<file path="src/rtl/riscv_pkg.sv">
// Shared definitions for the ID/EX operand fetch slice: datapath widths and
// the forwarding-source selector used by each operand mux.
package riscv_pkg;

  localparam int XLEN       = 64;
  localparam int CTRL_W     = 16;
  localparam int CNT_W      = 32;
  localparam int REG_ADDR_W = 5;

  typedef enum logic [2:0] {
    FWD_ZERO = 3'd0,
    FWD_EX   = 3'd1,
    FWD_MEM  = 3'd2,
    FWD_WB   = 3'd3,
    FWD_RF   = 3'd4
  } fwd_sel_e;

endpackage

</file>
<file path="src/rtl/operand_fetch_stage_if.sv">
// Decode-side and EX-side handshake bundle of the operand fetch stage.
// The stage itself uses the master view; the neighbouring pipeline uses the slave view.
interface operand_fetch_stage_if #(
  parameter int XLEN   = riscv_pkg::XLEN,
  parameter int CTRL_W = riscv_pkg::CTRL_W
);

  logic                               dec_valid_in;
  logic                               dec_ready_out;
  logic [riscv_pkg::REG_ADDR_W-1:0]   dec_rs1_in;
  logic [riscv_pkg::REG_ADDR_W-1:0]   dec_rs2_in;
  logic                               dec_uses_rs1_in;
  logic                               dec_uses_rs2_in;
  logic [riscv_pkg::REG_ADDR_W-1:0]   dec_rd_in;
  logic                               dec_wr_en_in;
  logic                               dec_is_load_in;
  logic [XLEN-1:0]                    dec_imm_in;
  logic [XLEN-1:0]                    dec_pc_in;
  logic [CTRL_W-1:0]                  dec_ctrl_in;

  logic                               ex_valid_out;
  logic                               ex_ready_in;
  logic [XLEN-1:0]                    ex_op1_out;
  logic [XLEN-1:0]                    ex_op2_out;
  logic [XLEN-1:0]                    ex_imm_out;
  logic [XLEN-1:0]                    ex_pc_out;
  logic [riscv_pkg::REG_ADDR_W-1:0]   ex_rd_out;
  logic                               ex_wr_en_out;
  logic                               ex_is_load_out;
  logic [CTRL_W-1:0]                  ex_ctrl_out;

  modport master (
    input  dec_valid_in, dec_rs1_in, dec_rs2_in, dec_uses_rs1_in, dec_uses_rs2_in,
           dec_rd_in, dec_wr_en_in, dec_is_load_in, dec_imm_in, dec_pc_in, dec_ctrl_in,
           ex_ready_in,
    output dec_ready_out,
           ex_valid_out, ex_op1_out, ex_op2_out, ex_imm_out, ex_pc_out,
           ex_rd_out, ex_wr_en_out, ex_is_load_out, ex_ctrl_out
  );

  modport slave (
    output dec_valid_in, dec_rs1_in, dec_rs2_in, dec_uses_rs1_in, dec_uses_rs2_in,
           dec_rd_in, dec_wr_en_in, dec_is_load_in, dec_imm_in, dec_pc_in, dec_ctrl_in,
           ex_ready_in,
    input  dec_ready_out,
           ex_valid_out, ex_op1_out, ex_op2_out, ex_imm_out, ex_pc_out,
           ex_rd_out, ex_wr_en_out, ex_is_load_out, ex_ctrl_out
  );

endinterface

</file>
<file path="src/rtl/operand_fwd_mux.sv">
// Resolves one source operand: x0, then youngest in-flight producer (EX, MEM, WB),
// then the register file read data.
module operand_fwd_mux #(
  parameter int XLEN = riscv_pkg::XLEN
) (
  input  logic [riscv_pkg::REG_ADDR_W-1:0] rs_in,
  input  logic                             ex_valid_in,
  input  logic                             ex_wr_en_in,
  input  logic [riscv_pkg::REG_ADDR_W-1:0] ex_rd_in,
  input  logic [XLEN-1:0]                  ex_result_in,
  input  logic                             mem_wr_en_in,
  input  logic [riscv_pkg::REG_ADDR_W-1:0] mem_rd_in,
  input  logic [XLEN-1:0]                  mem_result_in,
  input  logic                             wb_wr_en_in,
  input  logic [riscv_pkg::REG_ADDR_W-1:0] wb_rd_in,
  input  logic [XLEN-1:0]                  wb_data_in,
  input  logic [XLEN-1:0]                  rf_data_in,
  output logic [XLEN-1:0]                  data_out
);

  import riscv_pkg::*;

  fwd_sel_e sel;

  // Source priority; checking x0 first also guarantees no forward from rd==0.
  always_comb begin
    sel = FWD_RF;
    if (rs_in == {REG_ADDR_W{1'b0}}) begin
      sel = FWD_ZERO;
    end else if (ex_valid_in && ex_wr_en_in && (ex_rd_in == rs_in)) begin
      sel = FWD_EX;
    end else if (mem_wr_en_in && (mem_rd_in == rs_in)) begin
      sel = FWD_MEM;
    end else if (wb_wr_en_in && (wb_rd_in == rs_in)) begin
      sel = FWD_WB;
    end else begin
      sel = FWD_RF;
    end
  end

  // Data mux driven by the selected source.
  always_comb begin
    data_out = rf_data_in;
    case (sel)
      FWD_ZERO: data_out = {XLEN{1'b0}};
      FWD_EX:   data_out = ex_result_in;
      FWD_MEM:  data_out = mem_result_in;
      FWD_WB:   data_out = wb_data_in;
      FWD_RF:   data_out = rf_data_in;
      default:  data_out = rf_data_in;
    endcase
  end

endmodule

</file>
<file path="src/rtl/operand_fetch_stage.sv">
// ID->EX stage: drives reg_file read addresses, resolves forwarded operands,
// inserts load-use bubbles and holds the ID/EX pipeline register.
module operand_fetch_stage #(
  parameter int XLEN   = riscv_pkg::XLEN,
  parameter int CTRL_W = riscv_pkg::CTRL_W,
  parameter int CNT_W  = riscv_pkg::CNT_W
) (
  input  logic                             clk_in,
  input  logic                             rst_n_in,
  operand_fetch_stage_if.master            pipe,
  output logic [riscv_pkg::REG_ADDR_W-1:0] rs1_out,
  output logic [riscv_pkg::REG_ADDR_W-1:0] rs2_out,
  input  logic [XLEN-1:0]                  reg_data1_in,
  input  logic [XLEN-1:0]                  reg_data2_in,
  input  logic [XLEN-1:0]                  ex_result_in,
  input  logic                             mem_wr_en_in,
  input  logic [riscv_pkg::REG_ADDR_W-1:0] mem_rd_in,
  input  logic [XLEN-1:0]                  mem_result_in,
  input  logic                             wb_wr_en_in,
  input  logic [riscv_pkg::REG_ADDR_W-1:0] wb_rd_in,
  input  logic [XLEN-1:0]                  wb_data_in,
  input  logic                             flush_in,
  output logic [CNT_W-1:0]                 stall_cnt_out
);

  import riscv_pkg::*;

  logic                  load_en;
  logic                  hazard;
  logic [XLEN-1:0]       op1_res;
  logic [XLEN-1:0]       op2_res;

  logic                  valid_d,   valid_q;
  logic [XLEN-1:0]       op1_d,     op1_q;
  logic [XLEN-1:0]       op2_d,     op2_q;
  logic [XLEN-1:0]       imm_d,     imm_q;
  logic [XLEN-1:0]       pc_d,      pc_q;
  logic [REG_ADDR_W-1:0] rd_d,      rd_q;
  logic                  wr_en_d,   wr_en_q;
  logic                  is_load_d, is_load_q;
  logic [CTRL_W-1:0]     ctrl_d,    ctrl_q;
  logic [CNT_W-1:0]      stall_cnt_d, stall_cnt_q;

  assign rs1_out = pipe.dec_rs1_in;
  assign rs2_out = pipe.dec_rs2_in;

  assign load_en = !valid_q || pipe.ex_ready_in;
  assign hazard  = valid_q && is_load_q && wr_en_q && (rd_q != {REG_ADDR_W{1'b0}}) &&
                   ((pipe.dec_uses_rs1_in && (pipe.dec_rs1_in == rd_q)) ||
                    (pipe.dec_uses_rs2_in && (pipe.dec_rs2_in == rd_q)));
  assign pipe.dec_ready_out = flush_in || (load_en && !hazard);

  operand_fwd_mux #(.XLEN(XLEN)) u_fwd_rs1 (
    .rs_in         (pipe.dec_rs1_in),
    .ex_valid_in   (valid_q),
    .ex_wr_en_in   (wr_en_q),
    .ex_rd_in      (rd_q),
    .ex_result_in  (ex_result_in),
    .mem_wr_en_in  (mem_wr_en_in),
    .mem_rd_in     (mem_rd_in),
    .mem_result_in (mem_result_in),
    .wb_wr_en_in   (wb_wr_en_in),
    .wb_rd_in      (wb_rd_in),
    .wb_data_in    (wb_data_in),
    .rf_data_in    (reg_data1_in),
    .data_out      (op1_res)
  );

  operand_fwd_mux #(.XLEN(XLEN)) u_fwd_rs2 (
    .rs_in         (pipe.dec_rs2_in),
    .ex_valid_in   (valid_q),
    .ex_wr_en_in   (wr_en_q),
    .ex_rd_in      (rd_q),
    .ex_result_in  (ex_result_in),
    .mem_wr_en_in  (mem_wr_en_in),
    .mem_rd_in     (mem_rd_in),
    .mem_result_in (mem_result_in),
    .wb_wr_en_in   (wb_wr_en_in),
    .wb_rd_in      (wb_rd_in),
    .wb_data_in    (wb_data_in),
    .rf_data_in    (reg_data2_in),
    .data_out      (op2_res)
  );

  // Next pipeline-register state: flush beats bubble beats capture beats hold.
  always_comb begin
    valid_d     = valid_q;
    op1_d       = op1_q;
    op2_d       = op2_q;
    imm_d       = imm_q;
    pc_d        = pc_q;
    rd_d        = rd_q;
    wr_en_d     = wr_en_q;
    is_load_d   = is_load_q;
    ctrl_d      = ctrl_q;
    stall_cnt_d = stall_cnt_q;
    if (flush_in) begin
      valid_d = 1'b0;
      wr_en_d = 1'b0;
    end else if (load_en && hazard && pipe.dec_valid_in) begin
      valid_d = 1'b0;
      wr_en_d = 1'b0;
      if (stall_cnt_q != {CNT_W{1'b1}}) begin
        stall_cnt_d = stall_cnt_q + CNT_W'(1);
      end else begin
        stall_cnt_d = stall_cnt_q;
      end
    end else if (load_en) begin
      valid_d   = pipe.dec_valid_in;
      op1_d     = op1_res;
      op2_d     = op2_res;
      imm_d     = pipe.dec_imm_in;
      pc_d      = pipe.dec_pc_in;
      rd_d      = pipe.dec_rd_in;
      wr_en_d   = pipe.dec_wr_en_in;
      is_load_d = pipe.dec_is_load_in;
      ctrl_d    = pipe.dec_ctrl_in;
    end else begin
      valid_d = valid_q;
    end
  end

  // ID/EX pipeline register and stall counter.
  always_ff @(posedge clk_in or negedge rst_n_in) begin
    if (!rst_n_in) begin
      valid_q     <= 1'b0;
      op1_q       <= {XLEN{1'b0}};
      op2_q       <= {XLEN{1'b0}};
      imm_q       <= {XLEN{1'b0}};
      pc_q        <= {XLEN{1'b0}};
      rd_q        <= {REG_ADDR_W{1'b0}};
      wr_en_q     <= 1'b0;
      is_load_q   <= 1'b0;
      ctrl_q      <= {CTRL_W{1'b0}};
      stall_cnt_q <= {CNT_W{1'b0}};
    end else begin
      valid_q     <= valid_d;
      op1_q       <= op1_d;
      op2_q       <= op2_d;
      imm_q       <= imm_d;
      pc_q        <= pc_d;
      rd_q        <= rd_d;
      wr_en_q     <= wr_en_d;
      is_load_q   <= is_load_d;
      ctrl_q      <= ctrl_d;
      stall_cnt_q <= stall_cnt_d;
    end
  end

  assign pipe.ex_valid_out   = valid_q;
  assign pipe.ex_op1_out     = op1_q;
  assign pipe.ex_op2_out     = op2_q;
  assign pipe.ex_imm_out     = imm_q;
  assign pipe.ex_pc_out      = pc_q;
  assign pipe.ex_rd_out      = rd_q;
  assign pipe.ex_wr_en_out   = wr_en_q;
  assign pipe.ex_is_load_out = is_load_q;
  assign pipe.ex_ctrl_out    = ctrl_q;
  assign stall_cnt_out       = stall_cnt_q;

endmodule
</file>
<file path="src/flat_wrapper.sv">
// flat-port wrapper written by rule: the top's interface ports become plain ports
module operand_fetch_stage_flat import riscv_pkg::*;
#(
  parameter int XLEN   = riscv_pkg::XLEN,
  parameter int CTRL_W = riscv_pkg::CTRL_W,
  parameter int CNT_W  = riscv_pkg::CNT_W
)
  (clk_in, rst_n_in, rs1_out, rs2_out, reg_data1_in, reg_data2_in, ex_result_in, mem_wr_en_in, mem_rd_in, mem_result_in, wb_wr_en_in, wb_rd_in, wb_data_in, flush_in, stall_cnt_out, pipe_dec_valid_in, pipe_dec_rs1_in, pipe_dec_rs2_in, pipe_dec_uses_rs1_in, pipe_dec_uses_rs2_in, pipe_dec_rd_in, pipe_dec_wr_en_in, pipe_dec_is_load_in, pipe_dec_imm_in, pipe_dec_pc_in, pipe_dec_ctrl_in, pipe_ex_ready_in, pipe_dec_ready_out, pipe_ex_valid_out, pipe_ex_op1_out, pipe_ex_op2_out, pipe_ex_imm_out, pipe_ex_pc_out, pipe_ex_rd_out, pipe_ex_wr_en_out, pipe_ex_is_load_out, pipe_ex_ctrl_out);
  operand_fetch_stage_if #(.XLEN(XLEN), .CTRL_W(CTRL_W)) pipe_i ();
  input  logic clk_in;
  input  logic rst_n_in;
  output logic [riscv_pkg::REG_ADDR_W-1:0] rs1_out;
  output logic [riscv_pkg::REG_ADDR_W-1:0] rs2_out;
  input  logic [XLEN-1:0] reg_data1_in;
  input  logic [XLEN-1:0] reg_data2_in;
  input  logic [XLEN-1:0] ex_result_in;
  input  logic mem_wr_en_in;
  input  logic [riscv_pkg::REG_ADDR_W-1:0] mem_rd_in;
  input  logic [XLEN-1:0] mem_result_in;
  input  logic wb_wr_en_in;
  input  logic [riscv_pkg::REG_ADDR_W-1:0] wb_rd_in;
  input  logic [XLEN-1:0] wb_data_in;
  input  logic flush_in;
  output logic [CNT_W-1:0] stall_cnt_out;
  input wire logic [$bits(pipe_i.dec_valid_in)-1:0] pipe_dec_valid_in;
  input wire logic [$bits(pipe_i.dec_rs1_in)-1:0] pipe_dec_rs1_in;
  input wire logic [$bits(pipe_i.dec_rs2_in)-1:0] pipe_dec_rs2_in;
  input wire logic [$bits(pipe_i.dec_uses_rs1_in)-1:0] pipe_dec_uses_rs1_in;
  input wire logic [$bits(pipe_i.dec_uses_rs2_in)-1:0] pipe_dec_uses_rs2_in;
  input wire logic [$bits(pipe_i.dec_rd_in)-1:0] pipe_dec_rd_in;
  input wire logic [$bits(pipe_i.dec_wr_en_in)-1:0] pipe_dec_wr_en_in;
  input wire logic [$bits(pipe_i.dec_is_load_in)-1:0] pipe_dec_is_load_in;
  input wire logic [$bits(pipe_i.dec_imm_in)-1:0] pipe_dec_imm_in;
  input wire logic [$bits(pipe_i.dec_pc_in)-1:0] pipe_dec_pc_in;
  input wire logic [$bits(pipe_i.dec_ctrl_in)-1:0] pipe_dec_ctrl_in;
  input wire logic [$bits(pipe_i.ex_ready_in)-1:0] pipe_ex_ready_in;
  output wire logic [$bits(pipe_i.dec_ready_out)-1:0] pipe_dec_ready_out;
  output wire logic [$bits(pipe_i.ex_valid_out)-1:0] pipe_ex_valid_out;
  output wire logic [$bits(pipe_i.ex_op1_out)-1:0] pipe_ex_op1_out;
  output wire logic [$bits(pipe_i.ex_op2_out)-1:0] pipe_ex_op2_out;
  output wire logic [$bits(pipe_i.ex_imm_out)-1:0] pipe_ex_imm_out;
  output wire logic [$bits(pipe_i.ex_pc_out)-1:0] pipe_ex_pc_out;
  output wire logic [$bits(pipe_i.ex_rd_out)-1:0] pipe_ex_rd_out;
  output wire logic [$bits(pipe_i.ex_wr_en_out)-1:0] pipe_ex_wr_en_out;
  output wire logic [$bits(pipe_i.ex_is_load_out)-1:0] pipe_ex_is_load_out;
  output wire logic [$bits(pipe_i.ex_ctrl_out)-1:0] pipe_ex_ctrl_out;
  assign pipe_i.dec_valid_in = pipe_dec_valid_in;
  assign pipe_i.dec_rs1_in = pipe_dec_rs1_in;
  assign pipe_i.dec_rs2_in = pipe_dec_rs2_in;
  assign pipe_i.dec_uses_rs1_in = pipe_dec_uses_rs1_in;
  assign pipe_i.dec_uses_rs2_in = pipe_dec_uses_rs2_in;
  assign pipe_i.dec_rd_in = pipe_dec_rd_in;
  assign pipe_i.dec_wr_en_in = pipe_dec_wr_en_in;
  assign pipe_i.dec_is_load_in = pipe_dec_is_load_in;
  assign pipe_i.dec_imm_in = pipe_dec_imm_in;
  assign pipe_i.dec_pc_in = pipe_dec_pc_in;
  assign pipe_i.dec_ctrl_in = pipe_dec_ctrl_in;
  assign pipe_i.ex_ready_in = pipe_ex_ready_in;
  assign pipe_dec_ready_out = pipe_i.dec_ready_out;
  assign pipe_ex_valid_out = pipe_i.ex_valid_out;
  assign pipe_ex_op1_out = pipe_i.ex_op1_out;
  assign pipe_ex_op2_out = pipe_i.ex_op2_out;
  assign pipe_ex_imm_out = pipe_i.ex_imm_out;
  assign pipe_ex_pc_out = pipe_i.ex_pc_out;
  assign pipe_ex_rd_out = pipe_i.ex_rd_out;
  assign pipe_ex_wr_en_out = pipe_i.ex_wr_en_out;
  assign pipe_ex_is_load_out = pipe_i.ex_is_load_out;
  assign pipe_ex_ctrl_out = pipe_i.ex_ctrl_out;
  operand_fetch_stage #(.XLEN(XLEN), .CTRL_W(CTRL_W), .CNT_W(CNT_W)) u_core (.clk_in(clk_in), .rst_n_in(rst_n_in), .pipe(pipe_i), .rs1_out(rs1_out), .rs2_out(rs2_out), .reg_data1_in(reg_data1_in), .reg_data2_in(reg_data2_in), .ex_result_in(ex_result_in), .mem_wr_en_in(mem_wr_en_in), .mem_rd_in(mem_rd_in), .mem_result_in(mem_result_in), .wb_wr_en_in(wb_wr_en_in), .wb_rd_in(wb_rd_in), .wb_data_in(wb_data_in), .flush_in(flush_in), .stall_cnt_out(stall_cnt_out));
endmodule
</file>
<file path="config.mk">
export PLATFORM = sky130hd
export DESIGN_NAME = operand_fetch_stage_flat
export DESIGN_NICKNAME = d
export VERILOG_FILES = /design/src/rtl/riscv_pkg.sv /design/src/rtl/operand_fetch_stage_if.sv /design/src/rtl/operand_fwd_mux.sv /design/src/rtl/operand_fetch_stage.sv /design/src/flat_wrapper.sv
export SDC_FILE = /design/constraint.sdc
export NUM_CORES = 1
export LEC_CHECK = 0
export ABC_AREA = 1
export BUFFER_PORTS_ARGS = -buffer_cell sky130_fd_sc_hd__buf_2
export CAP_MARGIN = 15
export CORE_AREA = 3 3 323 325
export CTS_CLUSTER_SIZE = 20
export DETAILED_ROUTE_END_ITERATION = 10
export DIE_AREA = 0 0 326 328
export MAX_ROUTING_LAYER = met4
export PLACE_DENSITY = 0.48
export SYNTH_ARGS = -nofsm -noshare
export SYNTH_HDL_FRONTEND = slang
export SYNTH_SLANG_ARGS = --single-unit
</file>
<file path="constraint.sdc">
create_clock -name clk_in -period 1.95 [get_ports clk_in]
set_input_delay 0 -clock clk_in [delete_from_list [all_inputs] [get_ports clk_in]]
set_output_delay 0 -clock clk_in [all_outputs]
set_load 0.01 [all_outputs]
</file>
==> results of run 1 <==
==> power groups by stage <==
stage | clock network, mW | logic [mW] | registers [mW]
floorplan | 0 | 1.58 | 8.17
global placement | 0 | 4.71 | 7.86
detailed placement | 0 | 4.73 | 7.85
CTS | 8.95 | 5.73 | 7.76
global route | 9.14 | 6.54 | 7.86
finish | 8.68 | 6.06 | 7.78
==> metal layers <==
metal / GRT usage, % / vias to the layer above
li1: - / 11200
met4: 5.19 / 0
met2: 33.6 / 1178
met3: 3.99 / 228
met5: - / -
met1: 23.5 / 11300
==> per-stage QoR <==
| stage | worst slack (ps) | instances | utilization, % |
|---|---|---|---|
| floorplan | 106 | 2559 | - |
| detailed placement | -167 | 4758 | 24.5 |
| global route | -223 | 5416 | 32.7 |
| CTS | -114 | 5332 | 31.2 |
| finish | -118 | 5419 | 32.7 |
| global placement | -175 | 4758 | 24.5 |
==> repair_timing <==
action / 4_1_cts / 5_1_grt
pin swaps: 12 / 54
gates cloned: 8 / 27
hold buffers: 476 / 0
resized for setup: 47 / 153
endpoints found under the hold margin: 621 / 0
endpoints found under the setup margin: 230 / 312
setup buffers: 15 / 30
==> critical path: stages (launching register included) <==
cell                        delay (ps)
sky130_fd_sc_hd__dfrtp_1           420
sky130_fd_sc_hd__buf_6             130
sky130_fd_sc_hd__nand2_2            60
sky130_fd_sc_hd__nand2_2            60
sky130_fd_sc_hd__nor2_4             80
sky130_fd_sc_hd__nand4_1           110
sky130_fd_sc_hd__nand2_2            90
sky130_fd_sc_hd__buf_4             110
sky130_fd_sc_hd__nand3_4            80
sky130_fd_sc_hd__buf_4             160
sky130_fd_sc_hd__buf_12            160
sky130_fd_sc_hd__clkbuf_16         270
sky130_fd_sc_hd__nand3_1            80
sky130_fd_sc_hd__nand2_1            60
==> registers in the layout, indices dropped and copies added, names as in the netlist <==
register	cells
u_core.pipe.ex_imm_out	64
u_core.pipe.ex_pc_out	64
u_core.pipe.ex_ctrl_out	16
u_core.pipe.ex_op1_out	64
u_core.pipe.ex_op2_out	64
u_core.pipe.ex_valid_out	1
u_core.pipe.ex_wr_en_out	1
u_core.pipe.ex_rd_out	5
u_core.pipe.ex_is_load_out	1
u_core.stall_cnt_out	32
==> Yosys cell counts (all sizes together) <==
cell	n
nand2	1085
dfrtp	312
nor2	242
nand3	223
nand4	202
buf	144
nor3	91
or2	64
inv	63
clkbuf	48
o21ai	34
xor2	31
a21oi	8
nand3b	3
nor4	3
o22ai	3
xnor2	2
ha	1
==> area by class of cell <==
class	instances	area share, %
Clock buffer	56	3.58
Multi-Input combinational cell	1992	28.0
Tap cell	1368	5.14
Inverter	63	0.718
Clock inverter	19	0.992
Sequential cell	312	23.5
Timing Repair Buffer	1575	37.9
Antenna cell	34	0.256
==> worst max path at each step <==
stage                                             to  cells after the start                      from  slack (ps)
after CTS                 u_core.pipe.ex_op1_out[61]                     10  u_core.pipe.ex_rd_out[4]        -110
after global routing      u_core.pipe.ex_op2_out[32]                     15  u_core.pipe.ex_rd_out[2]        -220
after floorplan              u_core.stall_cnt_out[0]                     12   u_core.stall_cnt_out[0]         110
after detailed placement  u_core.pipe.ex_op1_out[61]                     11  u_core.pipe.ex_rd_out[2]        -170
final                      u_core.pipe.ex_pc_out[39]                     13  u_core.pipe.ex_rd_out[2]        -120
after global placement    u_core.pipe.ex_op1_out[25]                     12  u_core.pipe.ex_rd_out[3]        -170
==> cells in the final DEF, fill, tap and decap left out, drive strengths merged, types with 64 or more instances in the layout <==
cell         netlist  final
buf              144   1075
clkbuf            48     80
dfrtp            312    312
dlygate4sd3        0    476
inv               63     65
nand2           1085   1085
nand3            223    223
nand4            202    202
nor2             242    242
nor3              91     91
or2               64     64
==> cells by family (layout without fill, tap and decap cells) <==
group / count (synthesis) / after routing
AND/OR/NAND/NOR: 1913 / 1913
flip-flops: 312 / 312
buffers and inverters: 255 / 1713
AO/OA/AOI/OAI: 45 / 45
XOR/XNOR: 33 / 33
adder cells (fa/ha/maj): 1 / 1
other: 0 / 34
==> reports/results.txt, run 1 <==
Combinational logic is responsible for 26.9% of the overall power. The tools report the number of max-slew violations in the final report as 0. After detailed routing, the number of remaining DRC violations is 0. The half-perimeter wire length of the detailed placement result is 80.8 mm, and the site row count is 117.

The run gives 17.5% as the initial core utilization. The largest voltage drop on the vdd net was 0.789 mV. Across the run, the number of max-cap violations was 0.

In this run the static leakage power is 16.6 nW. For this run, the detailed router's first-pass iteration total came to 6. Growth of design area from synthesis to finish: 86.6%.

STA classifies the critical path endpoint as a register. The most area-hungry cell type in the Yosys netlist is sky130_fd_sc_hd__dfrtp_1. Vias per cell: 4.42. The tools report the total chip power as 22.5 mW. Ranked by total cell area, the synthesized netlist is headed by sky130_fd_sc_hd__dfrtp_1 (44%), sky130_fd_sc_hd__nand2_1 (23%), sky130_fd_sc_hd__nand4_1 (7.0%). The worst setup margin is -118 ps, and the clock network latency to the later pin of the worst-skew pair is 630 ps. The path class of the tightest hold or removal check is input pin to asynchronous set/reset pin. The logs give 0.483 GHz for the top achievable clock speed and 2590 ps for the arrival time at the worst endpoint.

For the final number of setup-violating endpoints, the log shows 243. Summing the areas of all compound-gate instances in the mapped netlist gives 1.28% of the synthesized area. The pin slew with the least headroom to its limit is 822 ps. In the final layout, the share of cells above drive strength 1 is 33.7%. Clock tree synthesis selected as its root buffer the cell sky130_fd_sc_hd__clkbuf_16.

The run gives 0 as the hold violation count in the final report. The biggest fanout along the worst timing path is 49. The routed layout has 23.9k vias.

TritonCTS built the clock tree. In this run the power spent charging and discharging nets is 7.28 mW. Sequential power share: 34.5%.

The first routing iteration left 2025 violations. The dominant combinational cell family by area after synthesis is simple AND/OR/NAND/NOR gates. Sequential elements use 43.8% of the synthesized area.

Registers take 7810 um^2. For the worst setup path, the data required time is 2470 ps. At the end of routability-driven placement, the weighted congestion stood at 0.914. The run gives 42 as the number of clock buffers inserted by TritonCTS. The count of buffers added on input and output ports is 822. For the instance area at placement, the log shows 24900 um^2. The area of the multi-input gates came out at 9320 um^2.

Synthesis inferred 312 register bits. Yosys printed 0 warnings. The number of global-route vias before repair is 23.2k, and the clock period minus final worst setup slack is 2070 ps. After routing the design area is 33300 um^2.

The filler cells instantiated in the layout total 10.8k. The total clock sinks is 312. The worst setup path is of the register to register kind.

The run gives -10650 ps as the final-layout setup total negative slack. The H-tree generated during clock tree synthesis spans 2 levels. Dividing the final minimum period by the clock period gives 106%.

The global-route total usage across every layer was 19.6%. The run gives 3 as the maximum clock path buffer count. The detailed-route wire length was 113 mm; the net count of the finished layout was 4487.

For the net count after synthesis, the log shows 3060. The startpoint of the lowest-slack register-to-register path was u_core.pipe.ex_rd_out[2]. The cell count of the worst reg-to-reg path came out at 13. The overall die height came out at 328 um.

The die covers 107000 um^2. Synthesis produced 2559 cells. The synthesized-area fraction occupied by xor and xnor cells was 1.62%; the initial antenna violation count was 42. The number of primary I/O pins is 823, and the proportion of netlist area held by the largest area contributor is 43.8%. Normalized max-slew margin: 45.2%. Of the post-synthesis cell area, the part taken by muxes is 0%. Dividing total power by cell area gives a power density of 676 nW/um^2. The total core area came out at 102000 um^2. The endpoint identified for the worst register-to-register timing path is u_core.pipe.ex_pc_out[39]. The first-pass GRT wire length came out at 155 mm. The run gives 17800 um^2 as the area of the mapped netlist.

Yosys mapped the design onto 28 distinct sky130hd cell types. The adder and majority gate portion of the synthesized area was 0.0701%. The worst setup path is launched from a register. In this run the horizontal extent of the chip is 326 um.

For the final database, setup skew stands at 34.6 ps. The synthesized netlist devotes 46.5% of its cell area to simple gates. In this run the top signal layer used is met4.

After clock tree synthesis, the clock-pin slew on the worst setup and hold paths is 60 ps. The flow ran to the end, but the final reports show violations. The checks that failed: setup timing.

Cell internal power was estimated by the tool at 15.2 mW. The share of total power dissipated in the clock network is 38.6%. The average wire per cell in the routed design was 20.9 um.

Setup repair after global routing could not meet its margin everywhere. The routed length on met1 came out at 45.3 mm. The tightest hold path in the finished design has a slack of 21.0 ps. The setup check on the worst reg-to-reg path leaves a slack of -120 ps. Summed over all nets, wire length on met3 after detailed routing comes to 8.20 mm. The final antenna-violating net count is 0, and the total global routing overflow is 0.

The met2 wire length is 56.0 mm, and the pin count of the biggest net entering global routing is 74. The average instance in the mapped netlist occupies 6.97 um^2. In this run switching power makes up 32.3% of total power.
(Power assumes the default switching activity.)
==> run 2, diff against run 1 <==
==> constraint.sdc (replaced) <==
create_clock -name clk_in -period 1.95 [get_ports clk_in]
set_input_delay 0.2925 -clock clk_in [delete_from_list [all_inputs] [get_ports clk_in]]
set_output_delay 0.2925 -clock clk_in [all_outputs]
set_load 0.01 [all_outputs]
==> run 2 against run 1 <==
- the flow still finishes with violations (setup timing)
- power decreased by 3.0%
- critical path depth fell by 2
- sequential share of layout area increased by 0.30 points
- global-route usage is 0.89 points higher
- clock skew shrank 23 ps
- fmax down 11%
- critical path type is now register to output port
==> reports/results.txt, run 2 (synthesis results as in run 1) <==
The run finished, with violations left. The final reports fail on setup timing. The count of input and output buffers works out to 822 (unchanged). The tools report the first-pass iteration count of the detailed router as 6 (unchanged). Instance area at placement: 24900 um^2 (+0.23%).

The portion of the clock cycle consumed by the worst path in the final layout is 119% (+13 points). Leaving out fill and tap cells, the most frequent cell in the layout is sky130_fd_sc_hd__nand2_1. The root buffer cell chosen for the clock tree is sky130_fd_sc_hd__clkbuf_16. The area of all placed cells without fillers came out at 32900 um^2 (-1.3%). For the normalized max-slew margin, the log shows 72.4% (+27 points). Hold violation count in the final report: 0 (unchanged). For the internal power summed over all cells, the log shows 14.7 mW (-3.7%).

The run gives 23.5k (-1.7%) as the vias after detailed routing. Worst slack at placement: -359 ps (-192 ps). The run gives 3 (unchanged) as the maximum clock path buffer count. The site row count is 117 (unchanged), and the half-perimeter wire length of the detailed placement result is 81.2 mm (+0.54%). The total clock sinks is 312 (unchanged), and the overall die height is 328 um (unchanged). Number of maximum-capacitance violations: 0 (unchanged). The tools report the pin count of the biggest net entering global routing as 65 (-12%). The layout cell share with drive strength beyond 1 was 36.3% (+2.5 points); the clock period minus final worst setup slack was 2320 ps (+255 ps). The tools report the number of global-route vias before repair as 23.5k (+1.1%). The worst setup path is launched from a register.

Fraction of power spent switching nets: 32.9% (+0.53 points). The tools report the level count of the clock H-tree as 2 (unchanged). TritonCTS built the clock tree. The number of primary I/O pins was 823 (unchanged); the final estimated routing congestion in global placement was 0.901 (-1.4%). The pin slew with the least headroom to its limit is 411 ps (-411 ps). The logic gate share of total power is 28.1% (+1.2 points), and the number of max-slew violations in the final report is 0 (unchanged). In the layout the commonest cells are sky130_fd_sc_hd__nand2_1 (1039), sky130_fd_sc_hd__buf_2 (820), sky130_fd_sc_hd__dlygate4sd3_1 (315), sky130_fd_sc_hd__dfrtp_1 (312), sky130_fd_sc_hd__nor2_1 (213). The average wire per cell in the routed design was 21.2 um (+1.5%). The clock network latency to the later pin of the worst-skew pair is 600 ps (-30 ps), and the instance count after placement with tap cells included is 4779 (+0.44%).

Number of filler instances in the final layout: 10.8k (+0.67%). For the non-filler instance count after layout, the log shows 5348 (-1.3%). The run gives 1660 ps (-810 ps) as the required time at the endpoint of the critical path. The worst hold margin was 42.6 ps (+21.6 ps).

Sequential power share: 35.6% (+1.1 points). The starting DRC count in detailed routing came out at 1880 (-7.2%). The clock edge transition at the registers on the reported setup and hold paths was 60 ps (about the same); the static leakage was 16.6 nW (-0.39%).

The tools report the first-pass GRT wire length as 160 mm (+3.5%). Worst setup margin: -373 ps (-255 ps). For the final number of setup-violating endpoints, the log shows 282 (+16%). The top achievable clock speed was 0.430 GHz (-11%). The run gives 2030 ps (-560 ps) as the arrival time at the worst endpoint.

The logs give 107000 um^2 (unchanged) for the overall die area and 0 (unchanged) for the final antenna-violating net count. The number of remaining DRC errors is 0 (unchanged), and the worst clock skew on the final layout is 11.8 ps (-22.8 ps). The largest voltage drop on the vdd net was 0.533 mV (-32%). Critical path class: register to output port. The core utilization of the finished layout was 32.3% (-0.42 points); the fraction of power consumed by the clock network was 36.3% (-2.3 points).

The logs give 113 mm (+0.16%) for the detailed-route wire length and 4407 (-1.8%) for the net count of the finished layout. For the initial antenna violation count, the log shows 56 (+33%). The total global routing overflow came out at 0 (unchanged). The area of the multi-input gates is 9300 um^2 (-0.28%), and the areal power density over the cells is 665 nW/um^2 (-1.7%). The vias per cell was 4.40 (-0.38%).

The tightest min-delay check is of the input pin to register type. The worst setup path is captured at an output port. For the total core area, the log shows 102000 um^2 (unchanged). The growth of design area from synthesis to finish was 84.2%; the number of clock buffers inserted by TritonCTS was 43 (+2.4%). Register area: 7810 um^2 (about the same). The width of the die is 326 um (unchanged), and the initial core utilization is 17.5% (unchanged). Setup repair after global routing could not meet its margin everywhere.

The net load switching power is 7.18 mW (-1.4%), and the biggest fanout along the worst timing path is 3 (-94%). The run gives 20.5% (+0.89 points) as the global-route total usage across every layer.
[run 2: cell count changes in the layout (fill, tap and decap cells not counted), sizes merged]
| cell | previous run | this run |
|---|---|---|
| buf | 1075 | 1160 |
| inv | 65 | 68 |
| clkinvlp | 4 | 3 |
| clkbuf | 80 | 76 |
| dlygate4sd3 | 476 | 315 |
| bufinv | 6 | 2 |
| clkinv | 7 | 8 |
| diode | 34 | 42 |
| bufbuf | 0 | 2 |
[run 2: per-layer routing]
metal / global-route usage [%] / vias up / wire length, um
met1: 24.1 / 11200 / 45800
met2: 35.2 / 1055 / 56000
met4: 6.94 / 0 / 4090
met3: 3.89 / 188 / 7290
li1: - / 11100 / -
met5: - / - / 0
[run 2: timing repair]
action	in CTS	in global routing
cloned	41	21
setup endpoints to repair	260	312
buffers inserted	75	18
hold endpoints to repair	398	1
pin swaps	51	36
hold buffers	314	1
resized for setup	177	127
[run 2: through the flow]
stage	TNS, ps	power (mW)
CTS	-71790	22.0
detailed placement	-37690	12.6
finish	-56910	21.8
global placement	-36120	12.6
global route	-94710	22.9
floorplan	0	9.75
[run 2: critical path: stages, from the launching register on]
cell                      delay (ps)
sky130_fd_sc_hd__dfrtp_1         410
sky130_fd_sc_hd__buf_6           130
sky130_fd_sc_hd__nand2_1          50
sky130_fd_sc_hd__nand2_1          50
sky130_fd_sc_hd__nor2_1          110
sky130_fd_sc_hd__nand4_1         130
sky130_fd_sc_hd__nand2_2         130
sky130_fd_sc_hd__buf_6           110
sky130_fd_sc_hd__nand2_4          50
sky130_fd_sc_hd__nand2_2          50
sky130_fd_sc_hd__nand2_2          70
sky130_fd_sc_hd__buf_6           130
[run 2: layout make-up]
cell class	instances	share of cell area, %
inverter	63	0.727
antenna	42	0.320
clock buffer	59	3.58
sequential	312	23.8
multi-input combinational	1992	28.3
timing repair buffer	1494	37.6
tap	1368	5.21
clock inverter	18	0.575
[run 2: worst paths after layout]
path	slack, ps	end	start	cells past startpoint
max reg2reg	-320	u_core.pipe.ex_op2_out[39]	u_core.pipe.ex_rd_out[0]	16
min reg2reg	460	u_core.pipe.ex_imm_out[49]	u_core.pipe.ex_imm_out[49]	2
min in group asynchronous	150	u_core.stall_cnt_out[0]	rst_n_in	2
max	-370	pipe_dec_ready_out	u_core.pipe.ex_rd_out[0]	11
max in group asynchronous	970	u_core.pipe.ex_pc_out[50]	rst_n_in	4
min	40	u_core.pipe.ex_ctrl_out[4]	pipe_dec_ctrl_in[4]	3
[run 2: power by group through the flow]
stage	combinational, mW	sequential, mW	clock (mW)
after floorplan	1.58	8.17	0
after global placement	4.74	7.84	0
after detailed placement	4.76	7.84	0
after CTS	6.01	7.74	8.21
after global routing	6.63	7.85	8.44
final	6.14	7.78	7.93
==> run 3, diff against run 2 <==
--- a/config.mk
+++ b/config.mk
@@ -7,13 +7,13 @@
 export LEC_CHECK = 0
 export ABC_AREA = 1
 export BUFFER_PORTS_ARGS = -buffer_cell sky130_fd_sc_hd__buf_2
-export CAP_MARGIN = 15
 export CORE_AREA = 3 3 323 325
 export CTS_CLUSTER_SIZE = 20
 export DETAILED_ROUTE_END_ITERATION = 10
 export DIE_AREA = 0 0 326 328
 export MAX_ROUTING_LAYER = met4
 export PLACE_DENSITY = 0.48
+export RECOVER_POWER = 25
 export SYNTH_ARGS = -nofsm -noshare
 export SYNTH_HDL_FRONTEND = slang
 export SYNTH_SLANG_ARGS = --single-unit
==> run 3 against run 2 <==
- the flow still finishes with violations (setup timing)
- clock power is essentially flat
- power is essentially flat
- count of clock-buffer cells in the layout is the same
- clock skew is essentially flat
- combinational power is essentially flat
- non-clock buffer count is the same
- sequential cell count is the same
- utilization shrank 0.054 points
- worst setup slack gained 2.1 ps
- hold slack gained 1.1 ps
- via count is essentially flat
- largest power group unchanged
- highest routed layer unchanged
==> reports/results.txt, run 3 (synthesis results as in run 1) <==
For the total clock sinks, the log shows 312 (unchanged). The vias per cell was 4.40 (about the same). The run gives 284 (+0.71%) as the final number of setup-violating endpoints.

The tools report the net count of the finished layout as 4407 (unchanged). The width of the die works out to 326 um (unchanged). In this run the worst hold path is classified as input pin to register. The number of max-slew violations in the final report was 0 (unchanged); the initial core utilization was 17.5% (unchanged). The top achievable clock speed is 0.431 GHz (about the same). Portion of the clock cycle consumed by the worst path in the final layout: 119% (about the same).

Largest incremental delay on the critical path: 410 ps (about the same). Setup repair after global routing could not meet its margin everywhere. The average wire per cell in the routed design was 21.2 um (+0.11%); the non-filler instance count after layout was 5344 (-0.075%). The clock edge transition at the registers on the reported setup and hold paths was 60 ps (about the same); the required time at the endpoint of the critical path was 1660 ps (about the same). The tools report the number of primary I/O pins as 823 (unchanged). The biggest fanout along the worst timing path is 3 (unchanged), and the total core area is 102000 um^2 (unchanged). The instance area at placement was 24900 um^2 (unchanged); the growth of design area from synthesis to finish was 83.9%.

For the site row count, the log shows 117 (unchanged). Leading cell type in the layout, fill and taps excluded: sky130_fd_sc_hd__nand2_1. The checks that failed: setup timing.

In the layout the commonest cells are sky130_fd_sc_hd__nand2_1 (1039), sky130_fd_sc_hd__buf_2 (819), sky130_fd_sc_hd__dlygate4sd3_1 (315), sky130_fd_sc_hd__dfrtp_1 (312), sky130_fd_sc_hd__nor2_1 (213). The tools report the number of global-route vias before repair as 23.5k (unchanged). The slowest stage of the critical path belongs to the cell sky130_fd_sc_hd__dfrtp_1. The level count of the clock H-tree came out at 2 (unchanged).

STA classifies the critical path endpoint as an output port. Arrival time at the worst endpoint: 2030 ps (about the same). On the critical path the largest part of the delay comes from simple AND/OR/NAND/NOR gates. Pin slew with the least headroom to its limit: 1060 ps (+650 ps).

The clock period minus final worst setup slack was 2320 ps (-2.13 ps). The number of maximum-capacitance violations came out at 0 (unchanged). The number of buffer and inverter instances along the worst setup path came out at 3 (unchanged). Pin count of the biggest net entering global routing: 65 (unchanged). Largest voltage drop on the vdd net: 0.533 mV (about the same). The number of clock buffers inserted by TritonCTS is 43 (unchanged), and the vias after detailed routing is 23.5k (-0.055%).

The tools report the core utilization of the finished layout as 32.3% (-0.054 points). TritonCTS built the clock tree. The instance count after placement with tap cells included was 4779 (unchanged). Clock network latency to the later pin of the worst-skew pair: 600 ps (about the same). For the number of remaining DRC errors, the log shows 0 (unchanged). The critical path is of the register to output port type.

The final antenna-violating net count came out at 0 (unchanged). The tools report the area of all placed cells without fillers as 32800 um^2 (-0.17%). The logs give 81.2 mm (unchanged) for the half-perimeter wire length of the detailed placement result and 1866 (-0.74%) for the starting DRC count in detailed routing. The maximum clock path buffer count was 3 (unchanged).

The tools report the final estimated routing congestion in global placement as 0.901 (unchanged). The flow ran to the end, but the final reports show violations. The initial antenna violation count is 56 (unchanged). The logs give 16.5 nW (-0.14%) for the static leakage and 20.5% (unchanged) for the global-route total usage across every layer.

The run gives 6 (unchanged) as the first-pass iteration count of the detailed router. The worst setup margin is -371 ps (+2.13 ps), and the normalized max-slew margin is 29.2% (-43 points). The run gives 107000 um^2 (unchanged) as the overall die area. The overall die height came out at 328 um (unchanged). The areal power density over the cells was 665 nW/um^2 (+0.13%); the count of input and output buffers was 822 (unchanged). In this run the clock root is driven by a sky130_fd_sc_hd__clkbuf_16. The hold violation count in the final report was 0 (unchanged); the layout cell share with drive strength beyond 1 was 36.2% (-0.076 points). The first-pass GRT wire length is 160 mm (unchanged).

The tools report the worst clock skew on the final layout as 11.7 ps (-0.0986 ps). The signal on the critical path passes through buf_6, nand2_1, nand2_1, nor2_1, nand4_1, nand2_2, buf_6, nand2_4, nand2_2, nand2_2, buf_6. STA classifies the critical path startpoint as a register. For the detailed-route wire length, the log shows 113 mm (about the same). The tools report the total global routing overflow as 0 (unchanged).
run 3: path summary, 6_finish.rpt:
check                                            from  cells after the start  slack, ps                    endpoint
hold / removal                    pipe_dec_ctrl_in[4]                      3         40  u_core.pipe.ex_ctrl_out[4]
setup reg to reg             u_core.pipe.ex_rd_out[0]                     16       -320  u_core.pipe.ex_op2_out[39]
setup / recovery             u_core.pipe.ex_rd_out[0]                     11       -370          pipe_dec_ready_out
min in group asynchronous                    rst_n_in                      2        400     u_core.stall_cnt_out[0]
max in group asynchronous                    rst_n_in                      4         60   u_core.pipe.ex_pc_out[50]
hold reg to reg            u_core.pipe.ex_imm_out[49]                      2        460  u_core.pipe.ex_imm_out[49]
run 3: per-stage QoR:
stage	TNS (ps)	power, mW	hold WS, ps	setup slack (ps)
after CTS	-71790	22.0	0.0665	-454
after global placement	-36120	12.6	197	-372
after floorplan	0	9.75	-3.09	106
after global routing	-103350	22.9	10.3	-498
after detailed placement	-37690	12.6	188	-359
final	-57650	21.8	43.6	-371
run 3: timing repair:
| item | 4_1_cts | 5_1_grt |
|---|---|---|
| cloned | 41 | 21 |
| hold buffers | 314 | 1 |
| gates resized for setup | 177 | 127 |
| setup endpoints to repair | 260 | 312 |
| endpoints found under the hold margin | 398 | 1 |
| setup buffers | 75 | 18 |
| pin swaps | 51 | 36 |
run 3: cell type report:
type,instances,area (um^2)
Fill cell,10800,68900
Antenna cell,38,95.1
Clock buffer,59,1180
Inverter,63,239
Clock inverter,18,189
Timing Repair Buffer,1494,12300
Multi-Input combinational cell,1992,9300
Sequential cell,312,7810
Tap cell,1368,1710
run 3: worst min-delay path, delay by kind of cell:
| family | cells | cell delay [ps] |
|---|---|---|
| buffers and inverters | 1 | 100 |
| and+or+nand+nor | 2 | 210 |
run 3: power by group:
part           leakage [nW]  internal [mW]  switching, mW
logic                  12.1           2.86           3.27
registers              3.73           7.27          0.510
clock network         0.666           4.53           3.40
total                  16.5           14.7           7.18
run 3: per-layer routing:
layer	GRT usage (%)	vias to the layer above	share of wire [%]
li1	-	11100	-
met1	24.1	11200	41
met2	35.2	999	50
met3	3.89	192	6.3
met4	6.94	0	3.5
met5	-	-	0
